**src/rtl/ysyx_23060332_ctrl.sv**
```systemverilog
// ysyx_23060332_ctrl -- multi-cycle instruction sequencer for the NPC core.
// Owns the PC, fetches one instruction at a time over a valid/ready port,
// holds it for decode/execute, optionally waits on a data-memory access and
// then issues a one-cycle commit pulse. Halts permanently on trap.
// Optional feature: define CTRL_TIMEOUT_EN to add a per-handshake watchdog
// (8-bit saturating counter, sticky timeout flag, forced halt). When it is
// not defined the TIMEOUT_CYCLES parameter does not exist and timeout is 0.
module ysyx_23060332_ctrl #(
  parameter logic [31:0] RESET_PC       = 32'h8000_0000
`ifdef CTRL_TIMEOUT_EN
  , parameter logic [7:0]  TIMEOUT_CYCLES = 8'd255
`endif
) (
  input  logic        clk,
  input  logic        rst_n,
  // instruction memory
  output logic        if_req_valid,
  input  logic        if_req_ready,
  output logic [31:0] if_addr,
  input  logic        if_rsp_valid,
  input  logic [31:0] if_rsp_data,
  // decode / execute
  output logic [31:0] inst_o,
  output logic [31:0] pc,
  input  logic        jump_en,
  input  logic [31:0] jump_addr,
  input  logic        mem_need,
  // data memory
  output logic        mem_req_valid,
  input  logic        mem_req_ready,
  input  logic        mem_done,
  // status
  input  logic        trap,
  output logic        commit,
  output logic        halted,
  output logic        timeout
);

  localparam logic [31:0] NOP_INST = 32'h0000_0013;

  typedef enum logic [2:0] {
    S_IF_REQ,
    S_IF_WAIT,
    S_EXEC,
    S_MEM_REQ,
    S_MEM_WAIT,
    S_WB,
    S_HALT
  } state_t;

  state_t state, state_next;
  logic   tmo_hit;  // watchdog expired this cycle without the awaited handshake

  // State register with synchronous reset.
  always_ff @(posedge clk) begin
    // NOTE: sequential state uses non-blocking assignments so every flop
    // samples the pre-edge values, independent of statement order.
    if (!rst_n) state <= S_IF_REQ;
    else        state <= state_next;
  end

  // Next-state logic; a watchdog expiry overrides the normal transition.
  always_comb begin
    // NOTE: default assigned first so no path leaves state_next unassigned,
    // which would otherwise infer a latch.
    state_next = state;
    unique case (state)
      S_IF_REQ:   if (if_req_ready) state_next = S_IF_WAIT;
      S_IF_WAIT:  if (if_rsp_valid) state_next = S_EXEC;
      S_EXEC: begin
        if (trap)          state_next = S_HALT;
        else if (mem_need) state_next = S_MEM_REQ;
        else               state_next = S_WB;
      end
      S_MEM_REQ:  if (mem_req_ready) state_next = S_MEM_WAIT;
      S_MEM_WAIT: if (mem_done)      state_next = S_WB;
      S_WB:       state_next = S_IF_REQ;
      S_HALT:     state_next = S_HALT;
      default:    state_next = S_HALT;
    endcase
    if (tmo_hit) state_next = S_HALT;
  end

  // Moore outputs decoded from state only.
  assign if_req_valid  = (state == S_IF_REQ);
  assign mem_req_valid = (state == S_MEM_REQ);
  assign commit        = (state == S_WB);
  assign halted        = (state == S_HALT);
  assign if_addr       = pc;

  // PC and held instruction: captured only at fetch response and writeback.
  always_ff @(posedge clk) begin
    if (!rst_n) begin
      pc     <= RESET_PC;
      inst_o <= NOP_INST;
    end else begin
      if (state == S_IF_WAIT && if_rsp_valid) inst_o <= if_rsp_data;
      if (state == S_WB) begin
        // Jump targets are forced halfword-aligned; sequential PC wraps mod 2^32.
        pc <= jump_en ? {jump_addr[31:1], 1'b0} : pc + 32'd4;
      end
    end
  end

`ifdef CTRL_TIMEOUT_EN
  logic [7:0] wait_cnt;
  logic       timeout_q;
  logic       in_wait;
  logic       handshake;

  assign in_wait = (state == S_IF_REQ)  || (state == S_IF_WAIT) ||
                   (state == S_MEM_REQ) || (state == S_MEM_WAIT);

  // The handshake each waiting state is blocked on.
  always_comb begin
    handshake = 1'b0;
    unique case (state)
      S_IF_REQ:   handshake = if_req_ready;
      S_IF_WAIT:  handshake = if_rsp_valid;
      S_MEM_REQ:  handshake = mem_req_ready;
      S_MEM_WAIT: handshake = mem_done;
      default:    handshake = 1'b0;
    endcase
  end

  // The cycle in which the count would reach the limit is the expiry cycle.
  assign tmo_hit = in_wait && !handshake &&
                   (({1'b0, wait_cnt} + 9'd1) >= {1'b0, TIMEOUT_CYCLES});

  // Cycle counter: restarts on every state change, saturates at all-ones.
  always_ff @(posedge clk) begin
    if (!rst_n) begin
      wait_cnt  <= 8'd0;
      timeout_q <= 1'b0;
    end else begin
      if (tmo_hit) timeout_q <= 1'b1;
      if (state_next != state)              wait_cnt <= 8'd0;
      else if (in_wait && wait_cnt != 8'hFF) wait_cnt <= wait_cnt + 8'd1;
    end
  end

  assign timeout = timeout_q;
`else
  assign tmo_hit = 1'b0;
  assign timeout = 1'b0;
`endif

endmodule

```
**config.mk**
```make
export PLATFORM = sky130hd
export DESIGN_NAME = ysyx_23060332_ctrl
export DESIGN_NICKNAME = d
export VERILOG_FILES = /design/src/rtl/ysyx_23060332_ctrl.sv
export SDC_FILE = /design/constraint.sdc
export NUM_CORES = 1
export LEC_CHECK = 0
export BUFFER_PORTS_ARGS = -buffer_cell sky130_fd_sc_hd__buf_2
export CORE_ASPECT_RATIO = 0.75
export CORE_UTILIZATION = 42
export CTS_CLUSTER_DIAMETER = 40
export DETAILED_ROUTE_END_ITERATION = 10
export PLACE_DENSITY_LB_ADDON = 0.05
export SLEW_MARGIN = 20
export SYNTH_ARGS = -nofsm -noshare
export SYNTH_HDL_FRONTEND = slang
export SYNTH_SLANG_ARGS = --single-unit
```
**constraint.sdc**
```tcl
create_clock -name clk -period 2.05 [get_ports clk]
set_clock_uncertainty 0.05 [all_clocks]
set_input_delay 0.41 -clock clk [delete_from_list [all_inputs] [get_ports clk]]
set_output_delay 0.41 -clock clk [all_outputs]
set_load 0.03 [all_outputs]
```
==> metrics.md <==
| Metric | Value |
|---|---|
| Status | `complete, no violations` |
| Drt initial violations | `300` |
| Seq/Total Area, Yosys | `0.361` |
| Max VDD drop | `between 0.3 and 0.4 mV` |
| Number of global-route vias before repair | `about 3400` |
| Drt drc | `0` |
| Initial antenna violation count | `0` |
| Yosys cell types | `63` |
| Critical Path RT | `~2.3 ns` |
| Antenna diodes | `0` |
| Top cells by area, synth | `dfxtp_1 (36%), nand2_1 (8.8%), buf_4 (7.0%)` |
| Largest net degree at the start of global routing | `33` |
| I/O Buffers | `169` |
| CP Data Arrival Time | `2.17 ns` |
| Hold buffers post-CTS | `0` |
| End-of-flow core utilization | `0.575` |
| # setup viols final | `0` |
| Total Nets Final | `around 700` |
| Final hold vios | `0` |
| Chip width | `110 um` |
| Yosys top cell area share | `0.361` |
| Total Wirelength | `around 11 mm` |
| H-Tree Depth | `3` |
| Register bit total from synthesis | `66` |
| Min-delay src | `if_rsp_data[1]` |
| Post-CTS Setup Inserts | `0` |
| Leak | `2.18 nW` |
| I/O pin count | `174` |
| Detailed Routing Iterations Pass 1 | `4` |
| Final min period | `1.95 ns` |
| Slowest library cell on the worst path | `or4_1` |
| Starting Density | `0.433` |
| Pwr Density | `721 mW/mm^2` |
| Clock Latency Late Sink | `about 0.32 ns` |
| Vias per cell | `5.56` |
| Min-Delay Endpoint | `inst_o[1]$_SDFFE_PN1P_` |
| Row count | `29` |
| Layout cell share with drive strength beyond 1 | `0.396` |
| Share of flip-flops with an asynchronous set or reset | `0` |
| Global route overflow | `0` |
| Post-synth EDFFs | `0` |
| CTS tree | `yes` |
| Max-Cap Viols | `0` |
| Clk buf depth | `2` |
| Post-Syn Area per Cell | `about 7.7 um^2` |
| Post-synthesis cell area | `0.00366 mm^2` |
| Largest area contributor in the netlist | `dfxtp_1` |
| Most used DFF post-synth | `dfxtp_1` |
| CP Cell Sequence | `ha_4 -> nand4_4 -> or4_1 -> or4_1 -> nand3_1` |
| Area growth, synth to finish | `32.7%` |
| Reg2Reg Depth | `5` |
| Critical-path maximum fanout | `7` |
| Crit-path most repeated cell | `or4_1` |
| Bufs and invs on worst path | `0` |
| Hold Crit Class | `in2reg` |
| Cell count after synthesis | `approximately 470` |
| CP startpoint | `if_addr[2]$_SDFFE_PN0P_` |
| Worst hold stages | `3` |
| Final ANT Viol Nets | `0` |
| Worst stage delay on the critical path | `0.56 ns` |
| CP delay by family, top | `simple AND/OR/NAND/NOR gates` |
| Post-cts sizing count | `0` |
| Core area | `0.00845 mm^2` |
| Clock buffer count from CTS | `9` |
| Fin Setup TNS | `0 ns` |
| R2R Path End | `if_addr[22]$_SDFFE_PN0P_` |
| Critical path depth | `5` |
| FMAX | `512 MHz` |
| Clock-pin slew on the worst setup and hold paths | `~0.060 ns` |
| RSZ-0062 raised after global routing | `no` |
| Total track usage | `0.247` |
| R2R Setup Slk | `0.1 ns` |
| Routed len/inst | `~16 um` |
| Root Buffer | `clkbuf_16` |
| Critical Setup Path Class | `reg2reg` |
| First-pass GRT wire length | `17.5 mm` |
| GP Congestion | `0.807` |
| Via count | `4051` |
| Sinks on the clock net | `66` |
| Synthesis Warnings | `0` |
| Final worst-path cycle share | `0.952` |
| DP HPWL | `roughly 8 mm` |
| Die extent in y | `82.9 um` |
| Slew Viols, Final | `0` |
| DIE AREA | `0.00910 mm^2` |
| R2R Path Start | `if_addr[2]$_SDFFE_PN0P_` |
| Startpoint types | `flop` |
| Worst setup EP type | `flop` |
## worst reg2reg max path: cells and delay by family, from the launching register on
kind / cells / cell delay (ns)
AND/OR/NAND/NOR: 4 / 1.30
flip-flops: 1 / 0.38
adder cells (fa/ha/maj): 1 / 0.16
## registers in the layout, indices dropped and copies added (netlist names)
name and flops:
state 3, if_addr 31, inst_o 32
## routing by layer
layer  global-route usage  vias to the layer above  routed length [um]
met5                    0                        -                   0
met2                0.367                      195                5080
met1                0.357                     1875                5310
li1                     -                     1972                   -
met4               0.0703                        0                  81
met3               0.0542                        9                 881
## synth_stat cells, types with 3 or more instances
cell,instances
clkbuf_1,29
inv_1,8
o41ai_1,3
dfxtp_1,66
nand2_1,86
nand3_1,22
a22oi_1,3
and3_1,6
a221oi_1,5
or3_1,3
nor2_1,24
a32o_1,5
mux2_2,7
nand4_1,9
a31oi_1,6
o31ai_1,4
nor3_1,14
a22o_1,5
a21oi_1,46
buf_4,34
a311oi_1,3
nor4_1,10
o21ai_0,18
a211oi_1,7
buf_1,3
## where the power goes
| part | internal (mW) | switching (mW) |
|---|---|---|
| Sequential | 1.32 | 0.0257 |
| Combinational | 0.158 | 0.278 |
| Clock | 1.14 | 0.580 |
## per-stage QoR
step	cells	hold slack (ns)	total power [mW]	worst slack, ns	cell area (um^2)
after floorplan	476	0.484	1.65	0.0113	3700
after CTS	729	0.229	3.55	0.0658	4860
after detailed placement	713	0.395	1.81	0.126	4520
after global placement	713	0.388	1.80	0.148	4520
after global routing	729	0.237	3.65	0.0365	4860
final	729	0.244	3.51	0.0981	4860
## cells in the final DEF, fill, tap and decap left out, types with 4 or more instances in the layout
| cell type | count |
|---|---|
| a211oi_1 | 7 |
| a21oi_1 | 46 |
| a221oi_1 | 5 |
| a22o_1 | 5 |
| a31oi_1 | 6 |
| a32o_1 | 5 |
| and3_1 | 6 |
| buf_2 | 169 |
| buf_4 | 31 |
| clkbuf_16 | 10 |
| dfxtp_1 | 53 |
| dfxtp_2 | 11 |
| inv_1 | 7 |
| mux2_2 | 7 |
| nand2_1 | 86 |
| nand3_1 | 22 |
| nand4_1 | 9 |
| nor2_1 | 24 |
| nor3_1 | 14 |
| nor4_1 | 10 |
| o21ai_0 | 18 |
| o31ai_1 | 4 |
## layout make-up
type,count,area (um^2)
flip-flops and latches,66,1340
repair buffers,200,1080
fillers,804,3590
clock buffers,11,254
clock inverters,5,85.1
multi-input cells,331,1930
well taps,108,135
inverters,8,33.8
## worst max-delay path by stage
stage                                     endpoint  slack, ns
final                     if_addr[22]$_SDFFE_PN0P_        0.1
after global routing      if_addr[22]$_SDFFE_PN0P_       0.04
after CTS                                   commit       0.07
after detailed placement  if_addr[22]$_SDFFE_PN0P_       0.13
after global placement    if_addr[22]$_SDFFE_PN0P_       0.15
after floorplan           if_addr[22]$_SDFFE_PN0P_       0.01
## kinds of logic after synthesis
kind of cell               synth area share
buffers and inverters                 0.121
AOI/OAI and AO/OA                     0.220
DFF                                   0.361
and+or+nand+nor                       0.263
other                               0.00102
muxes                                0.0304
adders and majority gates           0.00341
(Power assumes the default switching activity.)
